### config.mk
export PLATFORM = sky130hd
export DESIGN_NAME = amber128_wb_arbiter
export DESIGN_NICKNAME = d
export VERILOG_FILES = /design/src/rtl/amber128_wb_arbiter.sv
export SDC_FILE = /design/constraint.sdc
export NUM_CORES = 1
export LEC_CHECK = 0
export ABC_AREA = 0
export CAP_MARGIN = 25
export CORE_UTILIZATION = 59
export DETAILED_ROUTE_END_ITERATION = 10
export GPL_ROUTABILITY_DRIVEN = 0
export PLACE_DENSITY_LB_ADDON = 0.1
export SLEW_MARGIN = 0
export SYNTH_ARGS = -nofsm -noshare
export SYNTH_HDL_FRONTEND = slang
export SYNTH_SLANG_ARGS = --single-unit
### constraint.sdc
create_clock -name clk_i -period 4.68 [get_ports clk_i]
set_input_delay 0.936 -clock clk_i [delete_from_list [all_inputs] [get_ports clk_i]]
set_output_delay 0.936 -clock clk_i [all_outputs]
set_load 0.02 [all_outputs]
### src/rtl/amber128_wb_arbiter.sv
// Writeback arbiter: merges ALU results and queued LSU load returns into one registered
// register-file write per cycle, bounds load starvation and tracks pending loads.
module amber128_wb_arbiter #(
    parameter int unsigned XLEN         = 128,
    parameter int unsigned NREGS        = 32,
    parameter int unsigned FIFO_DEPTH   = 4,
    parameter int unsigned STARVE_LIMIT = 4,
    localparam int unsigned RW          = $clog2(NREGS)
) (
    input  logic             clk_i,
    input  logic             rst_ni,
    input  logic             alu_valid_i,
    input  logic [RW-1:0]    alu_rw_i,
    input  logic [XLEN-1:0]  alu_wd_i,
    output logic             alu_stall_o,
    input  logic             lsu_valid_i,
    output logic             lsu_ready_o,
    input  logic [RW-1:0]    lsu_rw_i,
    input  logic [XLEN-1:0]  lsu_wd_i,
    input  logic             ld_issue_i,
    input  logic [RW-1:0]    ld_issue_rw_i,
    output logic [NREGS-1:0] pend_o,
    output logic             wb_valid_o,
    output logic             wb_we_o,
    output logic [RW-1:0]    wb_rw_o,
    output logic [XLEN-1:0]  wb_wd_o
);

    localparam int unsigned PW = $clog2(FIFO_DEPTH);
    localparam int unsigned CW = PW + 1;
    localparam int unsigned SW = $clog2(STARVE_LIMIT + 1);

    typedef struct packed {
        logic [RW-1:0]   rw;
        logic [XLEN-1:0] wd;
    } ld_entry_t;

    ld_entry_t         mem_q [FIFO_DEPTH];
    ld_entry_t         mem_d [FIFO_DEPTH];
    logic [PW-1:0]     rptr_q, rptr_d;
    logic [PW-1:0]     wptr_q, wptr_d;
    logic [CW-1:0]     count_q, count_d;
    logic [SW-1:0]     starve_q, starve_d;
    logic              stall_q, stall_d;
    logic              ready_q, ready_d;
    logic [NREGS-1:0]  pend_q, pend_d;
    logic              wb_valid_q, wb_valid_d;
    logic              wb_we_q, wb_we_d;
    logic [RW-1:0]     wb_rw_q, wb_rw_d;
    logic [XLEN-1:0]   wb_wd_q, wb_wd_d;

    logic              push, pop, alu_win, fifo_ne;
    ld_entry_t         head;

    // Arbitration, FIFO bookkeeping, starvation guard and pending-load scoreboard.
    always_comb begin
        mem_d      = mem_q;
        rptr_d     = rptr_q;
        wptr_d     = wptr_q;
        starve_d   = starve_q;
        pend_d     = pend_q;
        wb_valid_d = 1'b0;
        wb_we_d    = 1'b0;
        wb_rw_d    = wb_rw_q;
        wb_wd_d    = wb_wd_q;
        pop        = 1'b0;
        alu_win    = 1'b0;
        fifo_ne    = (count_q != '0);
        head       = mem_q[rptr_q];
        push       = lsu_valid_i && ready_q;

        // A stall cycle always serves the FIFO; any ALU result presented then is dropped.
        if (stall_q) begin
            pop = fifo_ne;
        end else if (alu_valid_i) begin
            alu_win = 1'b1;
        end else begin
            pop = fifo_ne;
        end

        if (alu_win) begin
            wb_valid_d = 1'b1;
            wb_we_d    = (alu_rw_i != '0);
            wb_rw_d    = alu_rw_i;
            wb_wd_d    = alu_wd_i;
        end else if (pop) begin
            wb_valid_d = 1'b1;
            wb_we_d    = (head.rw != '0);
            wb_rw_d    = head.rw;
            wb_wd_d    = head.wd;
        end

        if (push) begin
            mem_d[wptr_q] = '{rw: lsu_rw_i, wd: lsu_wd_i};
            wptr_d        = wptr_q + PW'(1);
        end
        if (pop) begin
            rptr_d = rptr_q + PW'(1);
        end
        count_d = count_q + CW'(push) - CW'(pop);
        ready_d = (count_d < CW'(FIFO_DEPTH));

        if (pop || !fifo_ne) begin
            starve_d = '0;
        end else if (alu_win) begin
            starve_d = starve_q + SW'(1);
        end
        stall_d = (starve_d >= SW'(STARVE_LIMIT));

        // Clear on retire first so a same-cycle reissue to that register wins.
        if (pop) begin
            pend_d[head.rw] = 1'b0;
        end
        if (ld_issue_i && (ld_issue_rw_i != '0)) begin
            pend_d[ld_issue_rw_i] = 1'b1;
        end
        pend_d[0] = 1'b0;
    end

    always_ff @(posedge clk_i or negedge rst_ni) begin
        if (!rst_ni) begin
            mem_q      <= '{default: '0};
            rptr_q     <= '0;
            wptr_q     <= '0;
            count_q    <= '0;
            starve_q   <= '0;
            stall_q    <= 1'b0;
            ready_q    <= 1'b0;
            pend_q     <= '0;
            wb_valid_q <= 1'b0;
            wb_we_q    <= 1'b0;
            wb_rw_q    <= '0;
            wb_wd_q    <= '0;
        end else begin
            mem_q      <= mem_d;
            rptr_q     <= rptr_d;
            wptr_q     <= wptr_d;
            count_q    <= count_d;
            starve_q   <= starve_d;
            stall_q    <= stall_d;
            ready_q    <= ready_d;
            pend_q     <= pend_d;
            wb_valid_q <= wb_valid_d;
            wb_we_q    <= wb_we_d;
            wb_rw_q    <= wb_rw_d;
            wb_wd_q    <= wb_wd_d;
        end
    end

    assign alu_stall_o = stall_q;
    assign lsu_ready_o = ready_q;
    assign pend_o      = pend_q;
    assign wb_valid_o  = wb_valid_q;
    assign wb_we_o     = wb_we_q;
    assign wb_rw_o     = wb_rw_q;
    assign wb_wd_o     = wb_wd_q;

endmodule

==> results.txt, run 1 <==
The HPWL after detailed placement is 48.65 mm. The synthesized netlist devotes 0.1701% of its cell area to XOR and XNOR gates. The startpoint identified for the worst register-to-register timing path is count_q[1]. The max-slew violation count was 0. The net switching power came out at 9.450 mW. The worst path needs 2.829 ns of the cycle, external delays included. The share of total power dissipated in sequential elements is 38.8%. The root buffer cell is clkbuf_16. The clock sink count came out at 709. The via count of the first global-routing pass came out at 21430. The insertion delay of the later-clocked pin in the worst-skew pair is 0.60 ns.

The clock tree from TritonCTS is yes. The number of hold violations in the final report is 0. The critical path arrival came out at 1.89 ns. The number of iterations in the first detailed-routing pass is 5.

The wire length per cell came out at 22.54 µm. The final critical path takes up 60.45% of the cycle. The area growth from synthesis to final layout came out at 24.30%.

Counting cells, the worst reg-to-reg path comes to 5. The number of endpoints failing setup at the final stage came out at 0. The maximum vdd drop is 0.7091 mV. After routing, the total negative slack on setup checks comes to 0 ns. In this design, the largest share of critical-path delay is due to buffers and inverters. The via-per-instance ratio came out at 5.971.

The required time of the critical path is 3.74 ns. The number of instances resized during post-cts repair is 0. In the final routing, the length of wire on met1 measures 31.36 mm. The library cells used most frequently in the layout, excluding fill and tap cells, are dfrtp_1 (707), mux2_2 (533), clkdlybuf4s50_1 (442). The mux cell area share after synthesis is 29.13%. The post-synth design cell area is 30890 µm².

The number of CTS-inserted buffers is 73. The setup fix buffers added after clock tree synthesis is 0. The relative max-transition margin is 23.88%. Synthesis inferred 709 register bits. The worst setup path is captured at a primary output. The largest net degree at the start of global routing came out at 121. The class of the tightest hold or removal check is input port to asynchronous set/reset pin. Net switching is 33.33% of the power.

The clock network fraction of design power came out at 20.2%. The number of max-cap violations came out at 0. The horizontal die dimension is 230.8 µm. The average instance area after synthesis came out at 13.84 µm². The ratio of total power to cell area came out at 738.5 nW/µm².

The number of antenna violations at the first check in global routing was 14. The wire length on met2 came out at 37.99 mm. Together, buffers and inverters on the worst path number 1. The critical path goes through clkdlybuf4s50_1.

Sequential cells were found to cover 57.44% of the synthesized design area. The leakage dissipation came out at 16.18 nW. The count of standard-cell rows is 83.

Counting every net in the synthesized netlist gives 2515. The worst setup path is launched from a register. In this run the critical register-to-register path is captured at wb_wd_o[27]. The detailed router placed 20110 vias in this run.

The synthesized netlist devotes 4.290% of its cell area to compound gates. Of all nets on the critical path, the largest fanout is 6. The area fraction in and, or, nand and nor cells after synthesis is 6.076%.

The number of nets at the end of the flow came out at 2909. The number of levels in the clock H-tree came out at 3. Across all register-to-register paths, the minimum setup slack is 2.05 ns.

In this run the standard cell core region covers 51510 µm². The largest stage delay on the critical path came out at 0.73 ns. The number of violations reported at the end of detailed-routing iteration 0 came out at 1512. Setup slack on the critical path of the routed design comes to 1.851 ns. After synthesis, the share of flip-flops with an asynchronous set or reset is 100.0%. The count of yosys warnings during synthesis came out at 0. Prior to clock tree synthesis, the placed netlist has a worst setup slack of 1.258 ns. Setup repair after global routing left no endpoint under its margin. The maximum frequency from static timing analysis came out at 353.5 MHz. The library cell used most frequently in the layout, excluding fill and tap cells, is dfrtp_1.

The vertical die dimension came out at 230.8 µm. The aggregate routed wire length is 75.89 mm. The wire length of the first global-routing pass came out at 120.6 mm.

The flow ran to the end, and the final reports show no timing, DRC or antenna violations. For this configuration, the core starts out at a cell density of 59.97%. The count of nets left with antenna violations after detail routing is 0. The final clock skew came out at 0.02023 ns.

For this design the top-level I/O count stands at 445. The transition at the pin with the smallest max-transition slack is 1.126 ns. Clock-pin slew was measured on the worst setup and hold paths at 0.06 ns. After synthesis, the netlist uses 37 different library cells. The setup path with the least slack is of type register to primary output. The total track usage came out at 29.19%. The count of buffers from port buffering came out at 443. The most used flip-flop cell after synthesis is dfrtp_1. After clock tree synthesis, the flow added hold-fix buffers numbering 0. After synthesis, the largest family of logic cells by area is multiplexers. Global routing finished with a remaining overflow of 0. Combinational cells account for 41.1% of the total power. The number of buffers on the longest clock path came out at 3. The proportion of layout cells with a drive suffix above 1 is 31.25%. After detailed routing, no signal wire sits above met5.

The met3 wire length came out at 4.348 mm. The adder and majority gate portion of the synthesized area is 0.3078%. The internal power of the cells came out at 18.90 mW. The area of the die is 53270 µm². The slowest stage of the critical path belongs to the cell clkdlybuf4s50_1. Yosys mapped a number of flops with a built-in enable equal to 0. The DRC violation count after routing is 0. The number of cells produced by synthesis came out at 2232.
[registers in the layout (all words and copies together) (netlist names), 2 cells and up]
name,count
rptr_q,2
wptr_q,2
starve_q,2
mem_q,532
pend_o,31
wb_wd_o,128
wb_rw_o,5
count_q,3
[how the worst max path moves through the flow]
stage / slack [ns] / to / start / cells after the start
after global placement: 1.27 / mem_q[230] / lsu_valid_i / 4
after global routing: 1.75 / mem_q[181] / lsu_valid_i / 4
after floorplan: 2.09 / count_q[2] / alu_valid_i / 9
after CTS: 1.81 / lsu_ready_o / lsu_ready_o / 1
after detailed placement: 1.26 / mem_q[199] / lsu_valid_i / 4
final: 1.85 / lsu_ready_o / lsu_ready_o / 1
[power by group through the flow]
stage	combinational (mW)	clock, mW	sequential [mW]
floorplan	7.21	0	11.3
global placement	11.3	0	10.8
detailed placement	11.7	0	11.0
CTS	11.8	5.83	11.0
global route	12.4	6.08	11.4
finish	11.6	5.72	11.0
[cell usage after synthesis (6+ instances only)]
master | count | area [µm²]
buf_4 | 11 | 82.58
buf_1 | 21 | 78.83
mux2_2 | 533 | 6002
a21oi_1 | 47 | 235.2
mux4_2 | 133 | 2995
a31oi_1 | 148 | 925.9
buf_2 | 61 | 305.3
ha_1 | 6 | 75.07
nand2_1 | 285 | 1070
a41oi_1 | 14 | 122.6
clkbuf_1 | 76 | 285.3
dfrtp_1 | 709 | 17740
nor2_1 | 135 | 506.7
[logic make-up after synthesis]
| kind of cell | Yosys count |
|---|---|
| xor+xnor | 6 |
| buf+inv | 176 |
| fa+ha+maj | 7 |
| other cells | 1 |
| flops | 709 |
| compound gates | 212 |
| simple gates | 455 |
| mux | 666 |
[per-stage QoR]
| stage | util [%] | power, mW | cells | area (µm²) | hold slack [ns] |
|---|---|---|---|---|---|
| after floorplan | - | 18.52 | 2232 | 30890 | 0.4192 |
| after global placement | 69.90 | 22.14 | 3228 | 36010 | 0.4292 |
| after detailed placement | 69.90 | 22.74 | 3228 | 36010 | 0.4425 |
| after CTS | 74.46 | 28.57 | 3355 | 38350 | 0.4326 |
| after global routing | 74.54 | 29.86 | 3366 | 38390 | 0.4168 |
| final | 74.54 | 28.35 | 3367 | 38400 | 0.3466 |
[layout make-up]
type | instances | area [µm²]
Antenna cell | 9 | 22.52
Clock buffer | 106 | 2092
Clock inverter | 21 | 255.2
Fill cell | 3352 | 13110
Inverter | 4 | 15.01
Multi-Input combinational cell | 1347 | 12410
Sequential cell | 709 | 17750
Tap cell | 680 | 850.8
Timing Repair Buffer | 491 | 4997
[metal layers]
metal,vias to the layer above,GRT usage [%]
met5,-,0
met4,10,10.78
met3,136,5.620
met2,569,47.69
met1,10520,39.14
li1,8871,-
(Power assumes the default switching activity.)
==> run 2: changes to the inputs <==
CORE_UTILIZATION = 55   (was 59)
clock period = 2.9 ns   (was 4.68 ns; I/O delays follow)
==> run 2 against run 1 <==
- register-to-register slack worse by 1.4 ns
- count of clock-buffer cells in the layout is 9 higher
- worst hold slack worse by 0.35 ns
- cell area is 1.3% higher
- clock power is 67% higher
- global-route usage is 2.2 points lower
- combinational power is 63% higher
- sequential cell count stayed put
- critical path type unchanged
- largest cell class unchanged
- highest routed layer unchanged
==> results.txt, run 2 (same netlist as run 1, synthesis figures left out) <==
The nature of the critical path endpoint is a primary output (unchanged). The overall overflow remaining after global route was 0 (unchanged). The aggregate routed wire length came out at 75.23 mm (was 75.89 mm).

The number of iterations in the first detailed-routing pass is 5 (unchanged). The count of buffers from port buffering came out at 443 (unchanged). The critical path arrival was 1.93 ns (was 1.89 ns). The proportion of layout cells with a drive suffix above 1 came out at 31.82% (was 31.25%). The transition at the pin with the smallest max-transition slack came out at 0.7829 ns (was 1.126 ns). The fraction of power spent switching nets came out at 32.87% (was 33.33%). The buffers plus inverters on the worst setup path came out at 1 (unchanged).

The critical path startpoint category is a register (unchanged). The net switching power came out at 15.12 mW (was 9.450 mW). The detailed-route via count is 19830 (was 20110).

The setup fix buffers added after clock tree synthesis is 0 (unchanged). The number of violations reported at the end of detailed-routing iteration 0 is 1059 (was 1512). The maximum vdd drop came out at 0.6272 mV (was 0.7091 mV). Top library cells by usage in the layout, fill and taps aside: dfrtp_1 (707), mux2_2 (533), clkdlybuf4s50_1 (442) (unchanged).

The post-route clock period utilization came out at 86.64%. The wire length of the first global-routing pass came out at 119.1 mm (was 120.6 mm). The total track usage is 26.94% (was 29.19%).

The via count of the first global-routing pass came out at 21160 (was 21430). The root buffer cell is clkbuf_16 (unchanged). The number of inserted filler cells in the final layout is 3917 (was 3352). The largest stage delay on the critical path came to 0.75 ns (was 0.73 ns). The flip-flop count of the largest register after layout was 532 (unchanged). The required time of the critical path is 2.32 ns (was 3.74 ns). The leading cell type in the layout, fill and taps excluded is dfrtp_1 (unchanged).

The top fanout value on the critical path was 6 (unchanged). The top register by number of flip-flops was mem_q (unchanged). The cell family with the largest share of critical-path delay is buffers and inverters (unchanged).

The number of CTS-inserted buffers is 73 (unchanged). The clock network fraction of design power is 20.7% (was 20.2%). The number of nets at the end of the flow is 2925 (was 2909). The post-placement setup slack is 0.1580 ns (was 1.258 ns). The clock sink count came out at 709 (unchanged). Critical path, cell by cell: clkdlybuf4s50_1 (unchanged). The post-cts hold buffer count is 0 (unchanged).

The ratio of total power to cell area came out at 1183 nW/µm² (was 738.5 nW/µm²). The number of antenna violations at the first check in global routing is 20 (was 14). The critical register-to-register path endpoint is pend_o[13] (was wb_wd_o[27]). The fraction of power consumed by sequential logic is 38.2% (was 38.8%).

The internal power of the cells came out at 30.88 mW (was 18.90 mW). The type of the setup path with the least slack is register to primary output (unchanged). The wire length per cell was 21.77 µm (was 22.54 µm). The horizontal die dimension came out at 239.0 µm (was 230.8 µm). The top-level port count came out at 445 (unchanged). The setup slack after layout came out at 0.3873 ns (was 1.851 ns).

The number of max-cap violations came out at 0 (unchanged). The insertion delay of the later-clocked pin in the worst-skew pair came out at 0.61 ns (was 0.60 ns). The count of standard-cell rows came out at 86 (was 83).

The HPWL after detailed placement is 48.39 mm (was 48.65 mm). The cell area after placement came to 36400 µm² (was 36010 µm²). The area of the core came out at 55310 µm² (was 51510 µm²).

The via-per-instance ratio is 5.740 (was 5.971). The origin of the critical flop-to-flop path is rptr_q[1] (was count_q[1]). The register clock-pin slew on the reported worst setup and hold paths is 0.06 ns (about the same).

The final non-filler cell area is 38880 µm² (was 38400 µm²). The routed design could run at a clock period as short as 2.513 ns. The vertical die dimension came out at 239.0 µm (was 230.8 µm). The DRC violation count after routing is 0 (unchanged). The setup TNS was 0 ns (unchanged).

The critical-path cell with the highest stage delay is clkdlybuf4s50_1 (unchanged). The final clock skew came to 0.01893 ns (was 0.02023 ns). The number of buffers on the longest clock path is 3 (unchanged). The initial standard-cell utilization of the core came out at 55.85% (was 59.97%).

The relative max-transition margin came out at 47.81% (was 23.88%). The number of endpoints failing setup at the final stage came out at 0 (unchanged). The number of instances resized during post-cts repair came out at 0 (unchanged). The area of the die is 57110 µm² (was 53270 µm²). The leakage dissipation is 16.38 nW (was 16.18 nW). The area growth from synthesis to final layout is 25.87% (was 24.30%).

The total design power came out at 46.00 mW (was 28.35 mW). The maximum frequency from static timing analysis came out at 398.0 MHz. The number of hold violations in the final report came out at 0 (unchanged). The class of the tightest hold or removal check is input port to asynchronous set/reset pin (unchanged).

The combinational share of power came to 41.0% (was 41.1%). The max-slew violation count came out at 0 (unchanged). The worst-case reg-to-reg path depth came to 3 (was 5). The number of levels in the clock H-tree is 3 (unchanged).

Outcome: complete, no violations (unchanged). The largest net degree at the start of global routing came out at 140 (was 121). The count of nets left with antenna violations after detail routing is 0 (unchanged). The clock tree from TritonCTS is yes (unchanged). Unrepaired setup endpoints after global routing: no (unchanged). The worst reg-to-reg setup slack came to 0.68 ns (was 2.05 ns). The share of the core filled with cells was 70.30% (was 74.54%).
==> run 2: cell type report <==
type,instances,area (µm²),area share (%)
Sequential cell,709,17750,45.65
Multi-Input combinational cell,1347,12410,31.93
Timing Repair Buffer,507,5283,13.59
Clock buffer,115,2280,5.863
Tap cell,748,935.9,2.407
Clock inverter,14,177.7,0.4570
Antenna cell,11,27.53,0.07080
Inverter,4,15.01,0.03862
==> run 2: how the worst max path moves through the flow <==
| stage | cells after the start | from | end | slack [ns] |
|---|---|---|---|---|
| after floorplan | 9 | count_q[1] | count_q[2] | 0.58 |
| after global placement | 9 | alu_valid_i | count_q[2] | 0.18 |
| after detailed placement | 9 | alu_valid_i | count_q[2] | 0.16 |
| after CTS | 1 | lsu_ready_o | lsu_ready_o | 0.36 |
| after global routing | 1 | lsu_ready_o | lsu_ready_o | 0.33 |
| final | 1 | lsu_ready_o | lsu_ready_o | 0.39 |
==> run 2: power groups by stage <==
stage                     logic (mW)  clock network, mW  registers [mW]
after floorplan                 11.6                  0            18.2
after CTS                       19.1               9.74            17.6
after detailed placement        19.0                  0            17.7
final                           18.9               9.54            17.6
after global routing            20.3               10.1            18.2
after global placement          18.5                  0            17.3
==> run 2: stage by stage <==
| step | cells | hold slack [ns] |
|---|---|---|
| 3_3_place_gp | 3315 | 0.4296 |
| 4_1_cts | 3444 | 0.02418 |
| 2_1_floorplan | 2232 | 0.2844 |
| 3_5_place_dp | 3315 | 0.4356 |
| 6_report | 3455 | 0.0002480 |
| 5_1_grt | 3451 | 0.04122 |
==> run 2: per-layer routing <==
metal,track usage [%],vias up,wire length [µm]
li1,-,8893,-
met1,36.25,10350,32090
met2,44.23,450,37450
met3,6.270,117,4109
met4,7.129,22,1430
met5,0,-,151
==> run 3: changes to the inputs <==
CORE_UTILIZATION = 42   (was 55)
SETUP_SLACK_MARGIN = 0.5   (was not set)
==> run 3 against run 2 <==
- count of clock-buffer cells in the layout is 11 higher
- final cell count is 6.6% higher
- sequential power is essentially flat
- combinational power is essentially flat
- worst hold slack gained 0.47 ns
- first-iteration DRC count increased by 12%
- clock skew is 0.0039 ns lower
- via count shrank 0.13%
- clock power is 2% higher
- non-clock buffer count increased by 14
- power rose by 0.90%
==> results.txt, run 3 (same netlist as run 1, synthesis figures left out) <==
The critical path arrival came out at 1.67 ns (was 1.93 ns). The maximum frequency from static timing analysis is 443.8 MHz (was 398.0 MHz). The total design power came to 46.41 mW (was 46.00 mW). The ratio of total power to cell area came to 1178 nW/µm² (was 1183 nW/µm²). The insertion delay of the later-clocked pin in the worst-skew pair was 0.61 ns (about the same). The top register by number of flip-flops is mem_q (unchanged). The time the final worst path needs with I/O delays and setup came to 2.253 ns (was 2.513 ns). The share of the core filled with cells is 54.10% (was 70.30%). The critical path startpoint category is a register (unchanged). The count of standard-cell rows came out at 99 (was 86). The leakage dissipation came to 16.52 nW (was 16.38 nW). The worst hold slack was 0.4677 ns (was 0.0002480 ns). The leading cell type in the layout, fill and taps excluded is dfrtp_1 (unchanged). The horizontal die dimension is 273.2 µm (was 239.0 µm). The via-per-instance ratio is 5.376 (was 5.740). The area growth from synthesis to final layout came out at 27.56% (was 25.87%). The number of levels in the clock H-tree is 3 (unchanged).

The number of buffers on the longest clock path came out at 3 (unchanged). The vertical die dimension came out at 273.2 µm (was 239.0 µm). The clock tree from TritonCTS is yes (unchanged). The cell area after placement is 36850 µm² (was 36400 µm²).

Counting instances, the worst hold path has a depth of 1. The wire length per cell is 21.26 µm (was 21.77 µm). The largest stage delay on the critical path was 0.63 ns (was 0.75 ns). The number of iterations in the first detailed-routing pass came out at 5 (unchanged).

The number of hold violations in the final report came out at 0 (unchanged). The detailed-route via count came out at 19810 (was 19830). The count of buffers from port buffering is 443 (unchanged). The aggregate routed wire length came to 78.33 mm (was 75.23 mm).

The number of inserted filler cells in the final layout is 6151 (was 3917). The HPWL after detailed placement came out at 50.63 mm (was 48.39 mm). The number of max-cap violations came out at 0 (unchanged). The number of violations reported at the end of detailed-routing iteration 0 is 1183 (was 1059). The type of the setup path with the least slack is register to primary output (unchanged). The final clock skew is 0.01503 ns (was 0.01893 ns).

The required time of the critical path came to 2.32 ns (about the same). The number of endpoints failing setup at the final stage is 0 (unchanged). The post-route clock period utilization is 77.70% (was 86.64%).

The area of the core is 72830 µm² (was 55310 µm²). The max-slew violation count was 0 (unchanged). The transition at the pin with the smallest max-transition slack was 0.8139 ns (was 0.7829 ns). The overall overflow remaining after global route came out at 0 (unchanged).

The largest net degree at the start of global routing was 140 (unchanged). The clock sink count came out at 709 (unchanged). The class of the tightest hold or removal check is register to register (was input port to asynchronous set/reset pin). The buffers plus inverters on the worst setup path is 1 (unchanged). The number of nets at the end of the flow is 2944 (was 2925). Critical path, cell by cell: clkdlybuf4s50_1 (unchanged). The final non-filler cell area is 39400 µm² (was 38880 µm²). The cell family with the largest share of critical-path delay was buffers and inverters (unchanged). The total track usage came out at 21.17% (was 26.94%).

The origin of the worst min-delay path is starve_q[0]. The origin of the critical flop-to-flop path is rptr_q[0] (was rptr_q[1]). The DRC violation count after routing is 0 (unchanged).

The count of nets left with antenna violations after detail routing was 0 (unchanged). The wire length of the first global-routing pass is 123.0 mm (was 119.1 mm). The number of antenna violations at the first check in global routing came out at 13 (was 20). The number of CTS-inserted buffers is 78 (was 73). Unrepaired setup endpoints after global routing: no (unchanged). The maximum vdd drop is 0.6379 mV (was 0.6272 mV). The area of the die came out at 74640 µm² (was 57110 µm²). Outcome: complete, no violations (unchanged).

The setup TNS was 0 ns (unchanged). For hold timing, the worst endpoint is starve_q[0]. The proportion of layout cells with a drive suffix above 1 is 32.36% (was 31.82%).

The worst-case reg-to-reg path depth is 3 (unchanged). The register clock-pin slew on the reported worst setup and hold paths is 0.06 ns (about the same). The worst reg-to-reg setup slack is 0.72 ns (was 0.68 ns). The relative max-transition margin is 45.74% (was 47.81%). Top library cells by usage in the layout, fill and taps aside: dfrtp_1 (706), mux2_2 (533), clkdlybuf4s50_1 (441) (was dfrtp_1 (707), mux2_2 (533), clkdlybuf4s50_1 (442)).

The critical register-to-register path endpoint is pend_o[12] (was pend_o[13]). The nature of the critical path endpoint is a primary output (unchanged). The critical-path cell with the highest stage delay is clkdlybuf4s50_1 (unchanged). The top fanout value on the critical path is 4 (was 6).

The initial standard-cell utilization of the core came to 42.41% (was 55.85%). The root buffer cell is clkbuf_16 (unchanged). The flip-flop count of the largest register after layout is 532 (unchanged). The top-level port count came out at 445 (unchanged). The via count of the first global-routing pass is 21070 (was 21160).
## run 3: power breakdown
group	switching (mW)	internal [mW]	leakage, nW
logic	8.83	10.4	6.81
clock network	3.97	5.75	1.26
registers	2.56	14.9	8.45
total	15.4	31.1	16.5
## run 3: metal layers
metal	up-vias	share of wire (%)	global-route usage, %	wire, µm
met5	-	0.12	0	94
met1	10310	44	28.46	34350
met2	425	49	34.86	38590
met4	14	2.2	6.175	1701
li1	8934	-	-	-
met3	121	4.6	4.114	3591
## run 3: timing repair
item,in CTS,in global routing
endpoints found under the setup margin,1,0
endpoints found under the hold margin,35,0
hold buffers,1,0
buffers inserted,0,0
gates resized for setup,2,0
## run 3: area by class of cell
type | instances | area (µm²) | share of cell area, %
multi-input combinational | 1347 | 12410 | 31.50
inverter | 4 | 15.01 | 0.03810
tap | 959 | 1200 | 3.045
sequential | 709 | 17750 | 45.05
clock inverter | 12 | 90.09 | 0.2286
antenna | 6 | 15.01 | 0.03810
clock buffer | 126 | 2444 | 6.201
timing repair buffer | 521 | 5477 | 13.90
## run 3: metrics by stage
| step | worst slack, ns | instances |
|---|---|---|
| final | 0.6467 | 3684 |
| after global routing | 0.5767 | 3682 |
| after CTS | 0.6009 | 3678 |
| after detailed placement | 0.1633 | 3539 |
| after global placement | 0.1092 | 3539 |
| after floorplan | 0.5791 | 2232 |
## run 3: worst max-delay path by stage
stage / from / end / slack (ns) / depth (start not counted)
final: alu_stall_o / alu_stall_o / 0.65 / 1
after global routing: alu_stall_o / alu_stall_o / 0.58 / 1
after CTS: alu_stall_o / alu_stall_o / 0.60 / 1
after detailed placement: alu_valid_i / count_q[2] / 0.16 / 9
after global placement: alu_valid_i / count_q[2] / 0.11 / 9
after floorplan: count_q[1] / count_q[2] / 0.58 / 9
